## config.mk

```make
export PLATFORM = sky130hd
export DESIGN_NAME = prog_clk_gen
export DESIGN_NICKNAME = d
export VERILOG_FILES = /design/src/rtl/prog_clk_pkg.sv /design/src/rtl/prog_clk_chan.sv /design/src/rtl/prog_clk_gen.sv
export SDC_FILE = /design/constraint.sdc
export NUM_CORES = 1
export LEC_CHECK = 0
export CORE_MARGIN = 2
export CORE_UTILIZATION = 60
export CTS_CLUSTER_DIAMETER = 50
export DETAILED_ROUTE_END_ITERATION = 12
export PLACE_DENSITY = 0.78
export SYNTH_ARGS = -nofsm -noshare
export SYNTH_HDL_FRONTEND = slang
export SYNTH_SLANG_ARGS = --single-unit
```

## constraint.sdc

```tcl
create_clock -name clk -period 11 [get_ports clk]
set_clock_uncertainty 0.05 [all_clocks]
set_input_delay 1.65 -clock clk [delete_from_list [all_inputs] [get_ports clk]]
set_output_delay 1.65 -clock clk [all_outputs]
set_load 0.02 [all_outputs]
```

## src/rtl/prog_clk_pkg.sv

```systemverilog
// Shared constants, per-channel configuration type and elaboration helpers
// for the programmable clock-enable generator.
package prog_clk_pkg;

  localparam int CNT_W      = 16;
  localparam int DEF_PERIOD = 10;
  localparam int DEF_HIGH   = 7;

  typedef struct packed {
    logic [CNT_W-1:0] period;
    logic [CNT_W-1:0] high;
  } cfg_t;

  // A single-channel build still needs a one-bit channel select.
  function automatic int chWidth(input int numCh);
    return (numCh > 1) ? $clog2(numCh) : 1;
  endfunction

  function automatic cfg_t makeCfg(input int period, input int high);
    cfg_t c;
    c.period = CNT_W'(period);
    c.high   = CNT_W'(high);
    return c;
  endfunction

endpackage

```

## src/rtl/prog_clk_chan.sv

```systemverilog
// One clock-enable channel: period counter, double-buffered period/high
// configuration and registered waveform / period-start outputs.
module prog_clk_chan
  import prog_clk_pkg::*;
#(
  parameter int RST_PERIOD = DEF_PERIOD,
  parameter int RST_HIGH   = DEF_HIGH
) (
  input  logic i_clk,
  input  logic i_rst_n,
  input  logic i_en,
  input  logic i_cfgWr,
  input  cfg_t i_cfgNew,
  output logic o_pending,
  output logic o_clkOut,
  output logic o_periodStart
);

  localparam cfg_t RST_CFG = makeCfg(RST_PERIOD, RST_HIGH);

  cfg_t             r_act;
  cfg_t             r_shd;
  logic             r_pending;
  logic             r_run;
  logic [CNT_W-1:0] r_cnt;
  logic             r_clkOut;
  logic             r_periodStart;

  logic             w_short;
  logic             w_wrap;
  logic             w_apply;
  logic [CNT_W-1:0] w_cntNext;
  cfg_t             w_actNext;
  logic             w_shortNext;
  logic [CNT_W-1:0] w_cntOut;

  // The first enabled edge after idle also counts as a period boundary, so
  // the channel always starts at cnt=0 and picks up any queued update.
  assign w_short     = (r_act.period < CNT_W'(2));
  assign w_wrap      = !r_run || w_short || (r_cnt == r_act.period - CNT_W'(1));
  assign w_apply     = w_wrap && r_pending;
  assign w_cntNext   = w_wrap ? '0 : r_cnt + CNT_W'(1);
  assign w_actNext   = w_apply ? r_shd : r_act;
  assign w_shortNext = (w_actNext.period < CNT_W'(2));
  assign w_cntOut    = w_shortNext ? '0 : w_cntNext;

  always_ff @(posedge i_clk or negedge i_rst_n) begin
    if (!i_rst_n) begin
      r_act         <= RST_CFG;
      r_shd         <= RST_CFG;
      r_pending     <= 1'b0;
      r_run         <= 1'b0;
      r_cnt         <= '0;
      r_clkOut      <= 1'b0;
      r_periodStart <= 1'b0;
    end else begin
      if (i_en) begin
        r_run         <= 1'b1;
        r_cnt         <= w_cntOut;
        r_act         <= w_actNext;
        r_clkOut      <= !w_shortNext && (w_cntOut < w_actNext.high);
        r_periodStart <= (w_cntOut == '0);
        if (w_apply) begin
          r_pending <= 1'b0;
        end
      end else begin
        r_run         <= 1'b0;
        r_cnt         <= '0;
        r_clkOut      <= 1'b0;
        r_periodStart <= 1'b0;
        if (r_pending) begin
          r_act     <= r_shd;
          r_pending <= 1'b0;
        end
      end
      // A write is only accepted while nothing is pending, so it never
      // collides with the clear above.
      if (i_cfgWr) begin
        r_shd     <= i_cfgNew;
        r_pending <= 1'b1;
      end
    end
  end

  assign o_pending     = r_pending;
  assign o_clkOut      = r_clkOut;
  assign o_periodStart = r_periodStart;

endmodule

```

## src/rtl/prog_clk_gen.sv

```systemverilog
// Programmable multi-channel clock-enable generator: configuration decode,
// ready muxing and one prog_clk_chan instance per channel.
module prog_clk_gen
  import prog_clk_pkg::*;
#(
  parameter int NUM_CH     = 4,
  parameter int CNT_W      = prog_clk_pkg::CNT_W,
  parameter int DEF_PERIOD = prog_clk_pkg::DEF_PERIOD,
  parameter int DEF_HIGH   = prog_clk_pkg::DEF_HIGH
) (
  input  logic                         clk,
  input  logic                         rst_n,
  input  logic [NUM_CH-1:0]            en,
  input  logic                         cfg_valid,
  output logic                         cfg_ready,
  input  logic [chWidth(NUM_CH)-1:0]   cfg_ch,
  input  logic [CNT_W-1:0]             cfg_period,
  input  logic [CNT_W-1:0]             cfg_high,
  output logic [NUM_CH-1:0]            clk_out,
  output logic [NUM_CH-1:0]            period_start
);

  localparam int CH_W = chWidth(NUM_CH);

  cfg_t              w_cfgNew;
  logic [NUM_CH-1:0] w_cfgWr;
  logic [NUM_CH-1:0] w_pending;

  assign w_cfgNew.period = cfg_period;
  assign w_cfgNew.high   = cfg_high;

  // Out-of-range channel numbers match nothing, so they stay ready and the
  // write is silently dropped.
  always_comb begin
    cfg_ready = 1'b1;
    for (int i = 0; i < NUM_CH; i++) begin
      if (cfg_ch == CH_W'(i)) begin
        cfg_ready = !w_pending[i];
      end
    end
  end

  for (genvar g = 0; g < NUM_CH; g++) begin : gChan
    assign w_cfgWr[g] = cfg_valid && cfg_ready && (cfg_ch == CH_W'(g));

    prog_clk_chan #(
      .RST_PERIOD (DEF_PERIOD),
      .RST_HIGH   (DEF_HIGH)
    ) uChan (
      .i_clk         (clk),
      .i_rst_n       (rst_n),
      .i_en          (en[g]),
      .i_cfgWr       (w_cfgWr[g]),
      .i_cfgNew      (w_cfgNew),
      .o_pending     (w_pending[g]),
      .o_clkOut      (clk_out[g]),
      .o_periodStart (period_start[g])
    );
  end

endmodule
```

After elaboration in Yosys (flattened, before gate mapping)
Index checks and enable logic that the tools add are counted.
{"block": "op_classes", "n_mux": 52, "n_eq_ne": 11, "order_cmp": 12, "reduce_logical": 42, "addsub": 8}
{"op": "32-bit 2-to-1 mux", "count": 12}
{"op": "16-bit 2-to-1 mux", "count": 12}
{"op": "16-bit by 2-bit < comparator with 1-bit output, second input constant", "count": 8}
{"op": "16-bit by 1-bit adder with 16-bit output, second input constant", "count": 4}
{"op": "16-bit == test", "count": 4}
{"op": "16-bit zero test", "count": 4}
{"op": "16-bit < comparator", "count": 4}
{"op": "16-bit by 1-bit subtractor with 16-bit output, second input constant", "count": 4}
{"op": "1-bit 2-to-1 mux", "count": 28}
{"op": "1-bit logical AND", "count": 13}
{"op": "1-bit zero test", "count": 12}
{"op": "3-bit by 1-bit inequality test with 1-bit output, second input constant", "count": 4}
{"op": "1-bit logical OR", "count": 8}
{"op": "2-bit nonzero test", "count": 4}
{"op": "2-bit == test, second input constant", "count": 2}
{"op": "2-bit by 1-bit == test with 1-bit output, second input constant", "count": 1}
{"op": "2-bit zero test", "count": 1}
{"block": "word_totals", "output_inout_bits": 9, "elab_cells": 161, "in_bits": 41, "reg_bits": 336}

Longest topological paths before layout
Gate-level depths: netlist of the first run.
{"block": "depth", "word_depth": 10, "depth_mapped": 22, "depth_no_buf": 20}

Hierarchy
A second synthesis of the first run with hierarchy kept.
{"block": "hier_totals", "cells_unflattened": 1611, "hier_area_um2": 19109.6}
{"module": "prog_clk_chan", "cells_each": 401, "instances": 4, "area_per_inst_um2": 4762.1, "seq_area_each_um2": 2114.5}
{"module": "prog_clk_gen", "cells_each": 7, "instances": 1, "area_per_inst_um2": 61.3, "seq_area_each_um2": 0.0}

Worst setup path after synthesis of the first run
No wires, ideal clock.
{"block": "synth_timing", "kind": "register to register", "start": "reg gChan[0].uChan.r_act[20] (netlist name)", "end": "reg gChan[0].uChan.r_clkOut", "t_arrival_ns": 4.268, "required_ns": 10.872, "synth_period_minus_slack_ns": 4.396, "setup_time_ns": 0.078, "n_path_buf": 2, "path_stages_with_launch": 21, "slack_ns": 6.604, "path_cell_list": "dfrtp_1 -> or4_1 -> or4b_1 -> mux2i_1 -> o2111ai_1 -> nor4b_2 -> a21o_1 -> buf_4 -> nand2_1 -> buf_2 -> mux2i_1 -> ha_1 -> a21o_1 -> a21oi_1 -> nor2b_1 -> o21ai_0 -> nand2b_1 -> a21oi_1 -> nor2_1 -> a2111oi_0 -> a21boi_1"}
{"block": "synth_between", "elab_chain_cells": 10, "elab_cells_between_ends": 14, "cone_classes": "add/sub: 1; order compare: 3; eq/ne: 1; mux: 4; reduce/logical: 5"}
{"item": "start, declared", "line_no": "prog_clk_chan.sv:21", "text": "cfg_t r_act;"}
{"item": "start signal, assigned", "line_no": "prog_clk_chan.sv:60", "text": "r_act <= w_actNext;"}
{"item": "start signal, assigned", "line_no": "prog_clk_chan.sv:72", "text": "r_act <= r_shd;"}
{"item": "16-bit by 1-bit subtractor with 16-bit output or 16-bit by 2-bit < comparator with 1-bit output (tied branches)", "line_no": "prog_clk_chan.sv:40, prog_clk_chan.sv:39"}
{"item": "16-bit == test or 1-bit logical OR (tied branches)", "line_no": "prog_clk_chan.sv:40", "text": "assign w_wrap = !r_run || w_short || (r_cnt == r_act.period - CNT_W'(1));"}
{"item": "1-bit logical OR", "line_no": "prog_clk_chan.sv:40"}
{"item": "1-bit logical AND", "line_no": "prog_clk_chan.sv:41", "text": "assign w_apply = w_wrap && r_pending;"}
{"item": "32-bit 2-to-1 mux", "line_no": "prog_clk_chan.sv:43", "text": "assign w_actNext = w_apply ? r_shd : r_act;"}
{"item": "16-bit by 2-bit < comparator with 1-bit output", "line_no": "prog_clk_chan.sv:44", "text": "assign w_shortNext = (w_actNext.period < CNT_W'(2));"}
{"item": "16-bit 2-to-1 mux", "line_no": "prog_clk_chan.sv:45", "text": "assign w_cntOut = w_shortNext ? '0 : w_cntNext;"}
{"item": "16-bit < comparator", "line_no": "prog_clk_chan.sv:61", "text": "r_clkOut <= !w_shortNext && (w_cntOut < w_actNext.high);"}
{"item": "1-bit logical AND (*)", "line_no": "prog_clk_chan.sv:61"}
{"item": "1-bit 2-to-1 mux (*)", "line_no": "prog_clk_chan.sv:57", "text": "if (i_en) begin"}
{"item": "end signal, assigned", "line_no": "prog_clk_chan.sv:61"}
{"item": "end, declared", "line_no": "prog_clk_chan.sv:26", "text": "logic r_clkOut;"}
Mark *: on every way between the ends. The rest lies on a longest branch, timed or not.
A chain may end at the register's enable or synchronous reset.

Worst setup path after layout of the first run
{"block": "layout_timing", "start": "reg gChan[0].uChan.r_act[26] (netlist name)", "end": "reg gChan[0].uChan.r_clkOut"}
The elaborated chain is that of the path after synthesis.

==> impl_metrics.yaml, run 1 <==
synthesis:
  synthArstFlopShare_pct: 100
  yosysWarningCount: 0
  synth_enable_flop_cells: 0
  synthFlopType: "dfrtp_1"
  syn_inst: 1613
  synth_area_leaders: "dfrtp_1 41%, mux2_2 7.9%, mux2_1 6.1%"
  postSynthAreaPerCell_um2: 11.3
  synth_area_um2: 18200
  yosysTopAreaCellShare_pct: 40.8
  synth_cell_type_count: 70
  ys_seq_elements: 336
  synth_top_area_cell: "dfrtp_1"
  ys_seq_area_share_pct: 46.6
  synth_nets: 1722
  synth_common_cells: "296 x dfrtp_1, 176 x nor2_1, 128 x mux2_2, 98 x mux2_1, 75 x xnor2_1"
  synth.most_common_cell: "dfrtp_1"
cells_and_area:
  post-route-util_pct: 68.0
  num_antenna_cells: 0
  areaGrowthSynthToFinish_pct: 11.3
  drive_gt1_share_pct: 17.4
  final_area_um2: 20200
  nets: 1746
critical_path:
  r2r_setup_slack_ns: 5.36
  arrival_ns: 6.04
  critPathSlowestCell: "nor4_1"
  r2r-end: "gChan[0].uChan.o_clkOut$_DFF_PN0_"
  crit_required_ns: 11.40
  r2r-start: "gChan[0].uChan.r_act[26]$_DFFE_PN0P_"
  worst-r2r-cell-count: 18
  startpoint_type: "flop"
  end_kind: "flop"
  crit_type: "flop to flop"
  max_stage_delay_ns: 0.82
  crit_chain: "nor4_1 -> nor2_1 -> nor4b_1 -> o2111ai_1 -> nor4b_2 -> a21o_1 -> nand2_1 -> mux2i_1 -> ha_1 -> a21o_1 -> a21oi_1 -> nor2b_1 -> o21ai_0 -> nand2b_1 -> a21oi_1 -> nor2_1 -> a2111oi_0 -> a21boi_1"
  crit_path_max_fanout: 27
cts:
  htree_levels: 2
  cts_tree: "done"
  cts_sinks: 336
  clkSlewWorstSetupHoldPaths_ns: 0.06
  hold_buffers: 0
  ctsResizeCount: 0
  cts_buffer_depth: 3
  cts_root_buf: "clkbuf_16"
  clkLatencyLatePin_ns: 0.54
  numCtsBuffers: 40
  cts_setup_buffers: 0
floorplan:
  io_pins: 50
  die_y_um: 178
  fp.dieW_um: 178
  core_um2: 29700
  initial_core_util_pct: 61.1
  die-area_um2: 31700
  row_count: 63
global_routing:
  grt_max_degree: 132
  grt_usage_pct: 28.1
  grt_first_pass_wirelength_um: 69000
  grt_overflow: 0
  grt_pass1_vias: 12900
  antenna_found_initial: 0
pwr:
  clock_power_share_pct: 31.1
  ir_drop_mv: 0.149
  swShare_pct: 31.2
  seqPwrFrac_pct: 45.2
  p_int_mw: 2.93
  power_density_nw_per_um2: 210
  p_comb_share_pct: 23.8
  power_mw: 4.26
  power.leakage_nw: 9.03
  p_sw_mw: 1.33
sta:
  rsz0062_at_grt: "no"
  fmax_mhz: 177
  fin_tns_setup_ns: 0
  holdWs_ns: 0.439
  setup_violations: 0
  hold_viol: 0
  min_period_ns: 5.64
  relSlewSlack_pct: 30.7
  slew_violations: 0
  period_share_pct: 51.3
  worst_pin_slew_ns: 1.04
drt:
  vias: 12500
  final_antenna_net_count: 0
  routedWlPerCell_um: 20.6
  firstDrtPassIters: 5
  vias_per_cell: 6.08
  drt_wl_total_um: 42300
  drt_iter0_drc: 824
  drc: 0
flow_run:
  max_cap_viol_count: 0
worst_hold_path:
  hold_start: "gChan[1].uChan.r_act[14]$_DFFE_PN0P_"
  hold_path_end: "gChan[1].uChan.r_act[14]$_DFFE_PN0P_"
  min_path_cells: 1
  hold_path_class: "flop to flop"
place:
  gp_congestion: 0.884
  port_buffers: 49
  place_hpwl_um: 29900
  placed_cell_area_um2: 18900
run_status:
  run_status: "completed"
==> cells by family after synthesis <==
kind of cell,after synthesis,synth area share (%)
adders and majority gates,68,4.68
muxes,326,20.4
AOI/OAI and AO/OA,135,5.01
and+or+nand+nor,496,13.9
buffers and inverters,116,2.84
xor gates and xnor gates,136,6.56
DFF,336,46.6
==> how the worst max path moves through the flow <==
| stage | start | end |
|---|---|---|
| detailed placement | gChan[0].uChan.r_act[18]$_DFFE_PN0P_ | gChan[0].uChan.o_clkOut$_DFF_PN0_ |
| global placement | gChan[0].uChan.r_act[26]$_DFFE_PN0P_ | gChan[0].uChan.o_clkOut$_DFF_PN0_ |
| finish | gChan[0].uChan.r_act[26]$_DFFE_PN0P_ | gChan[0].uChan.o_clkOut$_DFF_PN0_ |
| global route | gChan[0].uChan.r_act[26]$_DFFE_PN0P_ | gChan[0].uChan.o_clkOut$_DFF_PN0_ |
| CTS | gChan[0].uChan.r_act[18]$_DFFE_PN0P_ | gChan[0].uChan.o_clkOut$_DFF_PN0_ |
| floorplan | gChan[0].uChan.r_act[20]$_DFFE_PN0P_ | gChan[0].uChan.o_clkOut$_DFF_PN0_ |
==> placed cells by master, fill, tap and decap left out, types with 9 or more instances in the layout <==
master,Yosys,layout
dfstp_2,40,40
xnor2_1,75,75
nor4_1,27,27
a21o_1,11,11
xor2_1,61,61
nor2_1,176,176
ha_1,68,68
mux2_4,30,30
nand2_1,55,55
nor2b_1,13,13
o31ai_1,9,9
clkdlybuf4s50_1,0,48
buf_4,11,12
o21ai_0,24,24
inv_1,36,36
nand2b_1,10,10
a21oi_1,29,29
clkbuf_16,0,41
and3_1,22,22
mux2i_1,69,69
nand3_1,42,42
nand4_1,43,43
nor3_1,51,50
mux2_2,128,128
mux2_1,98,98
dfrtp_1,296,296
==> registers in the layout (all words and copies together) (netlist names) <==
signal and cells:
gChan.uChan.r_act 128, gChan.uChan.r_shd 128, gChan.uChan.r_cnt 64, gChan.uChan.o_clkOut 4
gChan.uChan.o_pending 4, gChan.uChan.o_periodStart 4, gChan.uChan.r_run 4
==> metal layers <==
layer / up-vias / share of wire [%] / GRT usage, %
li1: 5838 / - / -
met1: 6314 / 45 / 38.4
met2: 278 / 47 / 45.5
met3: 71 / 5.2 / 5.37
met4: 0 / 2.6 / 8.81
met5: - / 0 / 0
==> power by group through the flow <==
stage / clock network (mW) / registers (mW) / logic [mW]
floorplan: 0 / 1.81 / 0.822
global placement: 0 / 1.92 / 0.974
detailed placement: 0 / 1.94 / 1.01
CTS: 1.35 / 1.92 / 1.02
global route: 1.40 / 1.97 / 1.13
finish: 1.32 / 1.92 / 1.01
==> final cells by class <==
cell class                 instances  area [µm²]
fill                            2174        9500
multi-input combinational       1161        9220
sequential                       336        8460
clock buffer                      54        1120
timing repair buffer              61         586
tap                              390         488
clock inverter                    17         206
inverter                          37         139
==> through the flow <==
stage | setup WS (ns) | instances
after floorplan | 6.60 | 1613
after global placement | 5.43 | 1985
after detailed placement | 5.36 | 1985
after CTS | 5.33 | 2056
after global routing | 4.81 | 2056
final | 5.36 | 2056
==> worst max-delay path: cells and delay by family, from the launching register on <==
family                   cells  cell delay, ns
adder cells (fa/ha/maj)      1            0.27
multiplexers                 1            0.32
AND/OR/NAND/NOR              8            2.54
flip-flops                   1            0.42
AO/OA/AOI/OAI                8            1.96
Power figures use the tool's default switching activity.
==> inputs of run 2 (changes only) <==
- CORE_UTILIZATION: 60 -> 56
- PLACE_DENSITY: 0.78 -> 0.76
- clock period: 11 -> 4.6 ns (I/O delays scaled with it)
==> impl_metrics.yaml, run 2 (synthesis results as in run 1) <==
critical_path:
  arrival_ns: 4.71
  end_kind: "flop"
  r2r_setup_slack_ns: 0.31
  crit_required_ns: 5.02
  crit_type: "flop to flop"
  worst-r2r-cell-count: 19
  r2r-start: "gChan[0].uChan.r_act[20]$_DFFE_PN0P_"
  r2r-end: "gChan[0].uChan.o_clkOut$_DFF_PN0_"
  startpoint_type: "flop"
  crit_path_max_fanout: 13
floorplan:
  core_um2: 31700
  die-area_um2: 33900
  initial_core_util_pct: 57.3
  row_count: 65
  io_pins: 50
  die_y_um: 184
  fp.dieW_um: 184
cts:
  cts_buffer_depth: 3
  htree_levels: 2
  cts_root_buf: "clkbuf_16"
  numCtsBuffers: 41
  clkSlewWorstSetupHoldPaths_ns: 0.06
  clkLatencyLatePin_ns: 0.54
  cts_tree: "done"
  cts_sinks: 336
pwr:
  power_density_nw_per_um2: 504
  power_mw: 10.4
  ir_drop_mv: 0.361
  power.leakage_nw: 9.21
cells_and_area:
  fin_cells: 2097
  top_regs: "gChan.uChan.r_act x128, gChan.uChan.r_shd x128, gChan.uChan.r_cnt x64"
  layout_common_cells: "296 x dfrtp_1, 176 x nor2_1, 128 x mux2_2"
  final_area_um2: 20600
  layout_commonest_cell: "dfrtp_1"
  nets: 1772
  areaGrowthSynthToFinish_pct: 13.2
  drive_gt1_share_pct: 19.1
global_routing:
  grt_usage_pct: 26.5
  grt_max_degree: 120
  grt_overflow: 0
  antenna_found_initial: 4
  grt_pass1_vias: 13000
  grt_first_pass_wirelength_um: 69700
sta:
  period_share_pct: 93.2
  min_period_ns: 4.29
  setup_slack_ns: 0.311
  setup_violations: 0
  worst_pin_slew_ns: 0.980
  slew_violations: 0
  fmax_mhz: 233
  holdWs_ns: 0.197
  relSlewSlack_pct: 34.7
  hold_viol: 0
  rsz0062_at_grt: "yes"
drt:
  final_antenna_net_count: 0
  drc: 0
  drt_iter0_drc: 883
  vias: 12700
  vias_per_cell: 6.04
  routedWlPerCell_um: 20.6
  firstDrtPassIters: 5
  drt_wl_total_um: 43200
worst_hold_path:
  hold_path_class: "input pin to async pin"
place:
  placed_cell_area_um2: 19100
  gp_congestion: 0.917
  pre_cts_ws_ns: 0.0236
  place_hpwl_um: 30500
  place_inst: 2019
  port_buffers: 49
run_status:
  run_status: "completed"
flow_run:
  max_cap_viol_count: 0
## run 2: cell count changes in the layout (fill, tap and decap cells not counted), moves of 2 or more
cell and change:
buf_12 +4, buf_4 +20, bufinv_16 +2, clkbuf_8 -2
clkinv_8 -2, diode_2 +2, inv_8 +4, nand2_1 -3
nand2_2 +2
## run 2: how the worst max path moves through the flow
| stage | start | endpoint |
|---|---|---|
| final | gChan[0].uChan.r_act[20]$_DFFE_PN0P_ | gChan[0].uChan.o_clkOut$_DFF_PN0_ |
| after global routing | gChan[0].uChan.r_act[20]$_DFFE_PN0P_ | gChan[0].uChan.o_clkOut$_DFF_PN0_ |
| after CTS | gChan[0].uChan.r_act[20]$_DFFE_PN0P_ | gChan[0].uChan.o_clkOut$_DFF_PN0_ |
| after detailed placement | gChan[0].uChan.r_act[20]$_DFFE_PN0P_ | gChan[0].uChan.o_clkOut$_DFF_PN0_ |
| after global placement | gChan[0].uChan.r_act[20]$_DFFE_PN0P_ | gChan[0].uChan.o_clkOut$_DFF_PN0_ |
| after floorplan | gChan[0].uChan.r_act[20]$_DFFE_PN0P_ | gChan[0].uChan.o_clkOut$_DFF_PN0_ |
## run 2: worst max-delay path, stage by stage, from the launching register on
cell and delay, ns:
dfrtp_1 0.42, or4_4 0.59, or4b_1 0.51, mux2i_1 0.14, o2111ai_1 0.13, nor4b_2 0.24
buf_4 0.17, a21o_4 0.14, nand2_4 0.08, buf_8 0.18, mux2i_1 0.16, ha_1 0.26
a21o_1 0.17, a21oi_1 0.14, nor2b_1 0.07, nor4_1 0.27, nand3_1 0.11, nand3_1 0.11
nand4_1 0.12, a21boi_2 0.15
## run 2: layout make-up
type | instances | area (µm²)
fill | 2488 | 11200
multi-input combinational | 1161 | 9250
sequential | 336 | 8460
clock buffer | 52 | 1100
timing repair buffer | 86 | 831
tap | 402 | 503
clock inverter | 21 | 275
inverter | 37 | 139
antenna | 2 | 5.00
## run 2: report_power, final
part	total (mW)	internal (mW)	switching, mW
clock	3.28	1.99	1.29
sequential	4.60	3.80	0.793
combinational	2.49	1.34	1.14
total	10.4	7.14	3.23
## run 2: metal layers
metal	vias up	share of wire [%]	track usage [%]
li1	5882	-	-
met1	6393	45	37.1
met2	332	46	42.5
met3	66	5.8	4.17
met4	0	2.6	8.45
met5	-	0	0
## run 2: what timing repair did
action | CTS | global route
setup buffers | 1 | 2
setup endpoints to repair | 1 | 4
resized for setup | 0 | 11
pin swaps | 1 | 5
hold buffers | 0 | 0
## run 2: through the flow
| stage | setup TNS [ns] | util (%) |
|---|---|---|
| 6_report | 0 | 64.8 |
| 5_1_grt | -0.0292 | 64.8 |
| 4_1_cts | 0 | 64.6 |
| 3_5_place_dp | 0 | 60.3 |
| 3_3_place_gp | 0 | 60.3 |
| 2_1_floorplan | 0 | - |
